--- src/rtl/mc_ctrl_pkg.sv ---
`default_nettype none
// ============================================================================
// Module      : mc_ctrl_pkg
// Description : Shared definitions for the multi-cycle MIPS control FSM:
//               opcodes, FSM states, datapath mux codes and fault codes.
// Ports       : none (package)
// Revision    : 1.0 - initial release
// ============================================================================
package mc_ctrl_pkg;

    // Base opcodes
    localparam logic [5:0] c_op_rtype = 6'b000000;
    localparam logic [5:0] c_op_j     = 6'b000010;
    localparam logic [5:0] c_op_beq   = 6'b000100;
    localparam logic [5:0] c_op_addi  = 6'b001000;
    localparam logic [5:0] c_op_addiu = 6'b001001;
    localparam logic [5:0] c_op_lui   = 6'b001111;
    localparam logic [5:0] c_op_lb    = 6'b100000;
    localparam logic [5:0] c_op_lh    = 6'b100001;
    localparam logic [5:0] c_op_lw    = 6'b100011;
    localparam logic [5:0] c_op_lbu   = 6'b100100;
    localparam logic [5:0] c_op_lhu   = 6'b100101;
    localparam logic [5:0] c_op_sb    = 6'b101000;
    localparam logic [5:0] c_op_sh    = 6'b101001;
    localparam logic [5:0] c_op_sw    = 6'b101011;

    // Extended ALU opcodes (R-type style operands, op selected via new_select)
    localparam logic [5:0] c_op_ext1  = 6'b111111;
    localparam logic [5:0] c_op_ext2  = 6'b011111;
    localparam logic [5:0] c_op_ext3  = 6'b101111;
    localparam logic [5:0] c_op_ext4  = 6'b110111;
    localparam logic [5:0] c_op_ext5  = 6'b111011;
    localparam logic [5:0] c_op_ext6  = 6'b111101;

    localparam logic [2:0] c_nsel_none = 3'b000;
    localparam logic [2:0] c_nsel_ext1 = 3'b001;
    localparam logic [2:0] c_nsel_ext2 = 3'b010;
    localparam logic [2:0] c_nsel_ext3 = 3'b011;
    localparam logic [2:0] c_nsel_ext4 = 3'b100;
    localparam logic [2:0] c_nsel_ext5 = 3'b101;
    localparam logic [2:0] c_nsel_ext6 = 3'b110;

    typedef enum logic [3:0] {
        ST_IDLE    = 4'd0,
        ST_FETCH   = 4'd1,
        ST_DECODE  = 4'd2,
        ST_MEMADDR = 4'd3,
        ST_MEMRD   = 4'd4,
        ST_MEMWB   = 4'd5,
        ST_MEMWR   = 4'd6,
        ST_EXEC    = 4'd7,
        ST_ALUWB   = 4'd8,
        ST_BRANCH  = 4'd9,
        ST_JUMP    = 4'd10,
        ST_LUI     = 4'd11,
        ST_HALT    = 4'd12
    } state_t;

    // alu_src_b
    localparam logic [1:0] c_asb_rt      = 2'b00;
    localparam logic [1:0] c_asb_four    = 2'b01;
    localparam logic [1:0] c_asb_imm     = 2'b10;
    localparam logic [1:0] c_asb_imm_sl2 = 2'b11;

    // alu_op
    localparam logic [1:0] c_aop_add   = 2'b00;
    localparam logic [1:0] c_aop_sub   = 2'b01;
    localparam logic [1:0] c_aop_funct = 2'b10;

    // pc_source
    localparam logic [1:0] c_pcs_alu    = 2'b00;
    localparam logic [1:0] c_pcs_aluout = 2'b01;
    localparam logic [1:0] c_pcs_jump   = 2'b10;

    // mem_to_reg
    localparam logic [2:0] c_m2r_word = 3'b000;
    localparam logic [2:0] c_m2r_half = 3'b001;
    localparam logic [2:0] c_m2r_byte = 3'b010;
    localparam logic [2:0] c_m2r_lui  = 3'b011;
    localparam logic [2:0] c_m2r_alu  = 3'b100;

    // reg_to_mem
    localparam logic [1:0] c_r2m_word = 2'b00;
    localparam logic [1:0] c_r2m_half = 2'b01;
    localparam logic [1:0] c_r2m_byte = 2'b10;

    // fault
    localparam logic [1:0] c_fault_none    = 2'b00;
    localparam logic [1:0] c_fault_illegal = 2'b01;
    localparam logic [1:0] c_fault_timeout = 2'b10;

endpackage
`default_nettype wire

--- src/rtl/mc_opcode_decode.sv ---
`default_nettype none
// ============================================================================
// Module      : mc_opcode_decode
// Description : Combinational opcode classifier. Produces one-hot class flags
//               and the extended-op select code.
// Ports       : op         - instruction opcode
//               is_load    - lb/lh/lw/lbu/lhu
//               is_store   - sb/sh/sw
//               is_alu     - R-type, addi/addiu, extended ops
//               is_funct   - R-type or extended op (register operand, funct ALU)
//               is_branch  - beq
//               is_jump    - j
//               is_lui     - lui
//               is_illegal - none of the above
//               new_select - extended-op code (000 when not extended)
// Revision    : 1.0 - initial release
// ============================================================================
module mc_opcode_decode
    import mc_ctrl_pkg::*;
(
    input  logic [5:0] op,
    output logic       is_load,
    output logic       is_store,
    output logic       is_alu,
    output logic       is_funct,
    output logic       is_branch,
    output logic       is_jump,
    output logic       is_lui,
    output logic       is_illegal,
    output logic [2:0] new_select
);

    always_comb begin
        is_load    = 1'b0;
        is_store   = 1'b0;
        is_alu     = 1'b0;
        is_funct   = 1'b0;
        is_branch  = 1'b0;
        is_jump    = 1'b0;
        is_lui     = 1'b0;
        is_illegal = 1'b0;
        new_select = c_nsel_none;
        case (op)
            c_op_lb, c_op_lh, c_op_lw, c_op_lbu, c_op_lhu: is_load  = 1'b1;
            c_op_sb, c_op_sh, c_op_sw:                     is_store = 1'b1;
            c_op_addi, c_op_addiu:                         is_alu   = 1'b1;
            c_op_beq:                                      is_branch = 1'b1;
            c_op_j:                                        is_jump  = 1'b1;
            c_op_lui:                                      is_lui   = 1'b1;
            c_op_rtype: begin
                is_alu   = 1'b1;
                is_funct = 1'b1;
            end
            c_op_ext1, c_op_ext2, c_op_ext3,
            c_op_ext4, c_op_ext5, c_op_ext6: begin
                is_alu   = 1'b1;
                is_funct = 1'b1;
                case (op)
                    c_op_ext1: new_select = c_nsel_ext1;
                    c_op_ext2: new_select = c_nsel_ext2;
                    c_op_ext3: new_select = c_nsel_ext3;
                    c_op_ext4: new_select = c_nsel_ext4;
                    c_op_ext5: new_select = c_nsel_ext5;
                    default:   new_select = c_nsel_ext6;
                endcase
            end
            default: is_illegal = 1'b1;
        endcase
    end

endmodule
`default_nettype wire

--- src/rtl/multicycle_control.sv ---
`default_nettype none
// ============================================================================
// Module      : multicycle_control
// Description : Multi-cycle MIPS control FSM for a shared instruction/data
//               memory datapath. Sequences fetch/decode/execute/memory/
//               writeback, waits on mem_ready with a timeout, counts retires.
// Ports       : clk, reset (async, active-high)
//               op, alu_zero, mem_ready                     - inputs
//               mem_read, mem_write, iord, ir_write, pc_write,
//               pc_write_cond, reg_write, reg_dest, alu_src_a,
//               alu_src_b, alu_op, pc_source, mem_to_reg,
//               load_signed, reg_to_mem, new_select          - datapath controls
//               instr_done, retired, halted, fault           - status
// Revision    : 1.0 - initial release
// ============================================================================
module multicycle_control
    import mc_ctrl_pkg::*;
#(
    parameter int WAIT_LIMIT = 16,
    parameter int CNT_W      = 32
) (
    input  logic             clk,
    input  logic             reset,
    input  logic [5:0]       op,
    input  logic             alu_zero,
    input  logic             mem_ready,
    output logic             mem_read,
    output logic             mem_write,
    output logic             iord,
    output logic             ir_write,
    output logic             pc_write,
    output logic             pc_write_cond,
    output logic             reg_write,
    output logic             reg_dest,
    output logic             alu_src_a,
    output logic [1:0]       alu_src_b,
    output logic [1:0]       alu_op,
    output logic [1:0]       pc_source,
    output logic [2:0]       mem_to_reg,
    output logic             load_signed,
    output logic [1:0]       reg_to_mem,
    output logic [2:0]       new_select,
    output logic             instr_done,
    output logic [CNT_W-1:0] retired,
    output logic             halted,
    output logic [1:0]       fault
);

    localparam int WCW = (WAIT_LIMIT > 2) ? $clog2(WAIT_LIMIT) : 1;
    localparam logic [WCW-1:0] c_wait_last = WCW'(WAIT_LIMIT - 1);

    state_t           r_state;
    state_t           w_state_next;
    logic [1:0]       r_fault;
    logic [1:0]       w_fault_next;
    logic [WCW-1:0]   r_wait_cnt;
    logic [CNT_W-1:0] r_retired;

    logic       w_is_load, w_is_store, w_is_alu, w_is_funct;
    logic       w_is_branch, w_is_jump, w_is_lui, w_is_illegal;
    logic [2:0] w_new_select;
    logic [2:0] w_load_m2r;
    logic       w_load_signed;
    logic [1:0] w_store_r2m;
    logic       w_in_wait;
    logic       w_wait_expired;

    // Branch qualification lives in the datapath; the flag is not needed here.
    logic w_unused_alu_zero;
    assign w_unused_alu_zero = alu_zero;

    mc_opcode_decode u_decode (
        .op         (op),
        .is_load    (w_is_load),
        .is_store   (w_is_store),
        .is_alu     (w_is_alu),
        .is_funct   (w_is_funct),
        .is_branch  (w_is_branch),
        .is_jump    (w_is_jump),
        .is_lui     (w_is_lui),
        .is_illegal (w_is_illegal),
        .new_select (w_new_select)
    );

    // Sub-word load/store formatting selects
    always_comb begin
        w_load_m2r    = c_m2r_word;
        w_load_signed = 1'b0;
        w_store_r2m   = c_r2m_word;
        case (op)
            c_op_lb:  begin w_load_m2r = c_m2r_byte; w_load_signed = 1'b1; end
            c_op_lbu: w_load_m2r = c_m2r_byte;
            c_op_lh:  begin w_load_m2r = c_m2r_half; w_load_signed = 1'b1; end
            c_op_lhu: w_load_m2r = c_m2r_half;
            c_op_sb:  w_store_r2m = c_r2m_byte;
            c_op_sh:  w_store_r2m = c_r2m_half;
            default:  ;
        endcase
    end

    assign w_in_wait = (r_state == ST_FETCH) || (r_state == ST_MEMRD) ||
                       (r_state == ST_MEMWR);
    // A ready on the final allowed cycle still completes the request.
    assign w_wait_expired = w_in_wait && !mem_ready && (r_wait_cnt == c_wait_last);

    // Next-state and per-state outputs
    always_comb begin
        w_state_next  = r_state;
        w_fault_next  = r_fault;
        mem_read      = 1'b0;
        mem_write     = 1'b0;
        iord          = 1'b0;
        ir_write      = 1'b0;
        pc_write      = 1'b0;
        pc_write_cond = 1'b0;
        reg_write     = 1'b0;
        reg_dest      = 1'b0;
        alu_src_a     = 1'b0;
        alu_src_b     = c_asb_rt;
        alu_op        = c_aop_add;
        pc_source     = c_pcs_alu;
        mem_to_reg    = c_m2r_word;
        load_signed   = 1'b0;
        reg_to_mem    = c_r2m_word;
        new_select    = c_nsel_none;
        instr_done    = 1'b0;
        halted        = 1'b0;

        case (r_state)
            ST_IDLE: w_state_next = ST_FETCH;

            ST_FETCH: begin
                mem_read  = 1'b1;
                alu_src_b = c_asb_four;
                if (mem_ready) begin
                    ir_write     = 1'b1;
                    pc_write     = 1'b1;
                    w_state_next = ST_DECODE;
                end else if (w_wait_expired) begin
                    w_state_next = ST_HALT;
                    w_fault_next = c_fault_timeout;
                end
            end

            ST_DECODE: begin
                // Precompute the branch target into ALUOut.
                alu_src_b = c_asb_imm_sl2;
                if (w_is_load || w_is_store) begin
                    w_state_next = ST_MEMADDR;
                end else if (w_is_alu) begin
                    w_state_next = ST_EXEC;
                end else if (w_is_branch) begin
                    w_state_next = ST_BRANCH;
                end else if (w_is_jump) begin
                    w_state_next = ST_JUMP;
                end else if (w_is_lui) begin
                    w_state_next = ST_LUI;
                end else if (w_is_illegal) begin
                    w_state_next = ST_HALT;
                    w_fault_next = c_fault_illegal;
                end
            end

            ST_MEMADDR: begin
                alu_src_a    = 1'b1;
                alu_src_b    = c_asb_imm;
                w_state_next = w_is_store ? ST_MEMWR : ST_MEMRD;
            end

            ST_MEMRD: begin
                mem_read = 1'b1;
                iord     = 1'b1;
                if (mem_ready) begin
                    w_state_next = ST_MEMWB;
                end else if (w_wait_expired) begin
                    w_state_next = ST_HALT;
                    w_fault_next = c_fault_timeout;
                end
            end

            ST_MEMWB: begin
                reg_write    = 1'b1;
                mem_to_reg   = w_load_m2r;
                load_signed  = w_load_signed;
                instr_done   = 1'b1;
                w_state_next = ST_FETCH;
            end

            ST_MEMWR: begin
                mem_write  = 1'b1;
                iord       = 1'b1;
                reg_to_mem = w_store_r2m;
                if (mem_ready) begin
                    instr_done   = 1'b1;
                    w_state_next = ST_FETCH;
                end else if (w_wait_expired) begin
                    w_state_next = ST_HALT;
                    w_fault_next = c_fault_timeout;
                end
            end

            ST_EXEC: begin
                alu_src_a  = 1'b1;
                new_select = w_new_select;
                if (w_is_funct) begin
                    alu_src_b = c_asb_rt;
                    alu_op    = c_aop_funct;
                end else begin
                    alu_src_b = c_asb_imm;
                    alu_op    = c_aop_add;
                end
                w_state_next = ST_ALUWB;
            end

            ST_ALUWB: begin
                reg_write    = 1'b1;
                reg_dest     = w_is_funct;
                mem_to_reg   = c_m2r_alu;
                new_select   = w_new_select;
                instr_done   = 1'b1;
                w_state_next = ST_FETCH;
            end

            ST_BRANCH: begin
                alu_src_a     = 1'b1;
                alu_src_b     = c_asb_rt;
                alu_op        = c_aop_sub;
                pc_write_cond = 1'b1;
                pc_source     = c_pcs_aluout;
                instr_done    = 1'b1;
                w_state_next  = ST_FETCH;
            end

            ST_JUMP: begin
                pc_write     = 1'b1;
                pc_source    = c_pcs_jump;
                instr_done   = 1'b1;
                w_state_next = ST_FETCH;
            end

            ST_LUI: begin
                reg_write    = 1'b1;
                mem_to_reg   = c_m2r_lui;
                instr_done   = 1'b1;
                w_state_next = ST_FETCH;
            end

            ST_HALT: halted = 1'b1;

            default: w_state_next = ST_IDLE;
        endcase
    end

    // State, fault and memory-wait counter. The wait counter restarts on every
    // state change, so it is zero on entry to any of the waiting states.
    always_ff @(posedge clk or posedge reset) begin
        if (reset) begin
            r_state    <= ST_IDLE;
            r_fault    <= c_fault_none;
            r_wait_cnt <= '0;
        end else begin
            r_state <= w_state_next;
            r_fault <= w_fault_next;
            if (w_state_next != r_state) begin
                r_wait_cnt <= '0;
            end else if (w_in_wait && !mem_ready) begin
                r_wait_cnt <= r_wait_cnt + WCW'(1);
            end
        end
    end

    always_ff @(posedge clk or posedge reset) begin
        if (reset) begin
            r_retired <= '0;
        end else if (instr_done) begin
            r_retired <= r_retired + CNT_W'(1);
        end
    end

    assign retired = r_retired;
    assign fault   = r_fault;

endmodule
`default_nettype wire
--- config.mk ---
export PLATFORM = sky130hd
export DESIGN_NAME = multicycle_control
export DESIGN_NICKNAME = d
export VERILOG_FILES = /design/src/rtl/mc_ctrl_pkg.sv /design/src/rtl/mc_opcode_decode.sv /design/src/rtl/multicycle_control.sv
export SDC_FILE = /design/constraint.sdc
export NUM_CORES = 1
export LEC_CHECK = 0
export ABC_AREA = 1
export BUFFER_PORTS_ARGS = -buffer_cell sky130_fd_sc_hd__buf_2
export CORE_MARGIN = 3
export CORE_UTILIZATION = 44
export DETAILED_ROUTE_END_ITERATION = 8
export PLACE_DENSITY_LB_ADDON = 0.08
export SLEW_MARGIN = 10
export SYNTH_ARGS = -nofsm -noshare
export SYNTH_HDL_FRONTEND = slang
export SYNTH_HIERARCHICAL = 1
export SYNTH_SLANG_ARGS = --single-unit
--- constraint.sdc ---
create_clock -name clk -period 2.1 [get_ports clk]
set_input_delay 0.42 -clock clk [delete_from_list [all_inputs] [get_ports clk]]
set_output_delay 0.42 -clock clk [all_outputs]
set_load 0.01 [all_outputs]
==> Word level (Yosys, flattened, before mapping) <==
Cells that the tools add are included.
W data, S select, Z words.
{ "totals": {"register_bits": 42, "word_cells": 131, "input_bits": 10, "output_inout_bits": 60} }
{ "op_classes": {"muxes": 56, "n_reduce_logical": 28, "n_eq_ne": 41, "n_addsub": 2} }
{ "op_table": {"columns": ["op", "n"], "rows": [
  ["$eq A6 B6 Y1 const B", 13],
  ["$mux W4", 12],
  ["$add A32 B1 Y32 const B", 1],
  ["$pmux W4 S8", 1],
  ["$eq A4 B4 Y1 const B", 6],
  ["$mux W2", 12],
  ["$pmux W2 S2", 5],
  ["$reduce_or A20 Y1", 1],
  ["$mux W1", 19],
  ["$eq A6 B4 Y1 const B", 3],
  ["$eq A4 B3 Y1 const B", 4],
  ["$pmux W3 S5", 1],
  ["$ne A2 B2 Y1 const B", 7],
  ["$reduce_or A2 Y1", 6],
  ["$reduce_or A3 Y1", 4],
  ["$reduce_or A6 Y1", 2],
  ["$reduce_or A5 Y1", 2],
  ["$pmux W3 S3", 1],
  ["$reduce_and A9 Y1", 1],
  ["$reduce_or A9 Y1", 1],
  ["$eq A4 B2 Y1 const B", 2],
  ["$pmux W2 S4", 1],
  ["$reduce_or A7 Y1", 1],
  ["$eq A6 B2 Y1 const B", 1],
  ["14 further kinds", 20]
]} }

==> Depth between registers and ports, before layout <==
{ "depth": {"word_depth": 11, "depth_mapped": 19, "mapped_depth_nobuf": 19} }

==> Modules after synthesis <==
The synthesis kept the hierarchy.
{ "by_module_without_submodules": {"columns": ["module", "cells_per_inst", "area_each_um2", "instances", "seq_area_each_um2"], "rows": [
  ["multicycle_control", 391, 2757.6, 1, 1051.0],
  ["mc_opcode_decode", 60, 289.0, 1, 0.0]
]} }

==> Worst setup path after synthesis <==
No wires, ideal clock.
{ "synth_timing": {"path_kind": "register to output", "start": "reg r_state[1]", "end": "out mem_to_reg[0]", "t_required_ps": 1680, "path_buffers": 1, "t_arrival_ps": 1504, "setup_slack_ps": 176, "path_stages_with_launch": 6, "path_cell_list": "dfrtp_1 buf_4 nor2_4 nand2_1 or3b_2 o21ai_0"} }
{ "synth_between": {"elab_chain_cells": 2, "elab_cells_between_ends": 4, "classes_between": "eq/ne (3); mux (1)"} }
{ "synth_lines": {"columns": ["element", "line", "text"], "rows": [
  ["start: declaration", "multicycle_control.sv:52", "state_t r_state;"],
  ["start signal: assignment", "multicycle_control.sv:262", "r_state <= w_state_next;"],
  ["$eq A4 B4 Y1 or $eq A4 B3 Y1 (tied branches)", "multicycle_control.sv:129", "case (r_state)"],
  ["$pmux W3 S3 (*)", "multicycle_control.sv:129", null],
  ["end: declaration", "multicycle_control.sv:39", "output logic [2:0] mem_to_reg,"]
]} }
Every way passes the cells marked *; elsewhere a longest branch is shown, timed or not.

==> Worst setup path after layout <==
{ "layout_timing": {"start": "reg r_state[1]", "end": "out mem_to_reg[1]"} }
Same word-level chain as after synthesis.

==> results.cfg <==
[status]
status = finished clean

[timing]
setup_viol = 0
slew_violations = 0
max_slew_margin_pct = 62.86
rsz0062_at_grt = true
worst_pin_slew_ns = 0.5570
fin_ws_ns = 0.05688
fmax_mhz = 489.4
clock_skew_ns = 0.01204
final.min_clock_period_ns = 2.043
post-route-period-util_pct = 97.29
hold_viol = 0

[cts]
cts_tree = done
hold_buffers = 0
clk_pin_slew_ns = 0.10
cts_root_buf = clkbuf_8
clock_latency_ns = 0.30
clock_sinks = 42
numCtsBuffers = 5
htree_levels = 2
cts_buffer_depth = 2

[setup_path]
critPathTopFamily = simple AND/OR/NAND/NOR gates
critical_path_required_ns = 1.68
crit_type = reg2out
crit_path_max_fanout = 4
cp-end-kind = output pin
cp_slowest_cell = dfrtp_2
timing.critical_path.buf_inv = 1
cp-start-kind = flip-flop
crit_arrival_ns = 1.62
critPathMaxStageDelay_ns = 0.46
crit_chain = nor2_4 -> nand2_2 -> or3b_4 -> o21ai_2 -> buf_2

[pwr]
p_int_uw = 1813
switching_share_pct = 43.83
p_per_area_nw_per_um2 = 844.9
seq_power_share_pct = 32.0
peakVddDrop_mv = 0.3169
switchingPower_uw = 1415
p_clk_share_pct = 17.0
leakage_uw = 0.002184
comb_power_share_pct = 51.0

[yosys]
ys_ff_latch = 42
yosysSeqAreaShare_pct = 34.50
yosysTopAreaCell = dfrtp_1
syn_avg_cell_area_um2 = 6.755
synth_top_area_share_pct = 34.50
synth.cell_area_um2 = 3047
syn_nets = 463
yosys_warnings = 6
yosys-top-cells-area = dfrtp_1, nand2_1, nor2_1, inv_1, xor2_1
ys_types = 34
syn_inst = 451

[cells_and_area]
layout-drive-gt1-share_pct = 28.18
num_antenna_cells = 0
final_nets = 561
mostFrequentLayoutCells = nand2_1, buf_2, nor2_1
design_area_um2 = 3821
area_growth_pct = 25.42
final_cells = 627
fin_util_pct = 58.51
layout_commonest_cell = nand2_1

[global_routing]
antenna_found_initial = 0
met2_usage_pct = 31.68
grt_pass1_wl_mm = 13.03
grt_pass1_vias = 2883
top_usage_layer = met2
grt-ovfl-total = 0
grt_start_max_net_pins = 43
grt.total_usage_pct = 20.46
met1_usage_pct = 30.70
use_met3_pct = 3.134

[floorplan]
die_area_um2 = 7958
core_um2 = 6531
start_util_pct = 46.65
die_width_um = 89.21
row_count = 29
die_h_um = 89.21
io_pins = 70

[place]
numPortBuffers = 68
gp_congestion = 0.8821
placedCellCount = 611
placedInstanceArea_um2 = 3601
dpl.hpwl_mm = 6.071
dp_worst_setup_slack_ns = -0.1134

[route]
drtAntennaViolNets = 0
drt-wirelength-per-cell_um = 12.37
dr.pass1.iters = 5
dr.first_iter.drc_count = 131
routed-via-count = 3089
viasPerCell = 4.927
drc = 0
drt_wl_total_mm = 7.757

[hold_path]
hold_path_class = in2async

[flow_run]
max-cap-violations = 0
## sequential cells by signal, indices dropped and copies added (netlist names)
register and flops:
retired 32, r_state 4, r_wait_cnt 4, fault 2
## synthesized netlist by cell type
cell type	n
nand2_1	124
ha_1	2
or2_2	1
clkinv_1	1
or3b_2	1
xor2_1	21
inv_4	1
nand3_1	34
nor2_1	68
buf_6	1
o21ai_1	4
nand3b_1	1
o21a_1	1
buf_4	4
dfrtp_1	42
nand3_2	1
buf_2	2
nor2_4	4
nand2_4	1
inv_1	60
o21ai_0	12
nor2_2	6
clkbuf_1	1
o21ai_2	2
xnor2_1	9
nand3b_4	1
nor3_1	12
nor3_2	1
a21oi_4	1
nand4_1	18
inv_2	6
nand3b_2	1
a21oi_1	1
nand2_2	6
## what timing repair did
action / CTS / global route
setup endpoints to repair: 6 / 16
pin swaps: 0 / 6
setup buffers: 2 / 6
resized for setup: 8 / 17
## worst reg2reg max path: cells and delay by family, from the launching register on
kind	cells	cell delay, ns
AOI/OAI and AO/OA	1	0.08
buffers and inverters	4	0.62
and+or+nand+nor	4	0.47
DFF	1	0.40
xor gates and xnor gates	1	0.15
## power by group through the flow
stage | registers, µW | clock network (µW) | logic (µW)
3_3_place_gp | 1040 | 0 | 1470
2_1_floorplan | 1060 | 0 | 957
5_1_grt | 1050 | 600 | 1840
4_1_cts | 1030 | 561 | 1540
3_5_place_dp | 1050 | 0 | 1490
6_report | 1030 | 550 | 1650
## metal layers
| layer | wire length [µm] | vias up |
|---|---|---|
| met3 | 332 | 5 |
| met1 | 3853 | 1411 |
| met5 | 0 | - |
| li1 | - | 1602 |
| met4 | 36 | 0 |
| met2 | 3534 | 71 |
## cells by family (layout without fill, tap and decap cells)
logic type      Yosys count  count (layout)  synth area share, %
compound gates           21              21                4.148
buf+inv                  76             175                10.27
flops                    42              42                34.50
xor+xnor                 30              30                8.624
simple gates            280             280                41.64
fa+ha+maj                 2               2               0.8212
## stage by stage
| step | hold slack [ns] | setup TNS [ns] | power [µW] |
|---|---|---|---|
| 3_5_place_dp | 0.4733 | -0.4360 | 2532 |
| 6_report | 0.2314 | 0 | 3229 |
| 2_1_floorplan | 0.5142 | 0 | 2013 |
| 4_1_cts | 0.2532 | 0 | 3130 |
| 5_1_grt | 0.2927 | -0.09428 | 3487 |
| 3_3_place_gp | 0.4651 | -0.1575 | 2511 |
## worst paths after layout
check	startpoint	to	slack [ns]	depth (start not counted)
setup / recovery	r_state[1]	mem_to_reg[1]	0.06	5
min in group clk	fault[0]	fault[0]	0.49	2
max in group asynchronous	reset	r_state[1]	1.45	3
hold reg to reg	fault[0]	fault[0]	0.49	2
hold / removal	reset	retired[5]	0.23	3
setup reg to reg	r_state[0]	retired[4]	0.25	10
## cell type report
type                    count  area, µm²
repair buffers             99      579.3
fillers                   647       2710
inverters                  68      257.7
flip-flops and latches     42       1052
clock buffers               5      68.82
well taps                  77      96.34
multi-input cells         333       1743
clock inverters             3      23.77
No activity file was read; power rests on OpenSTA's default activity.
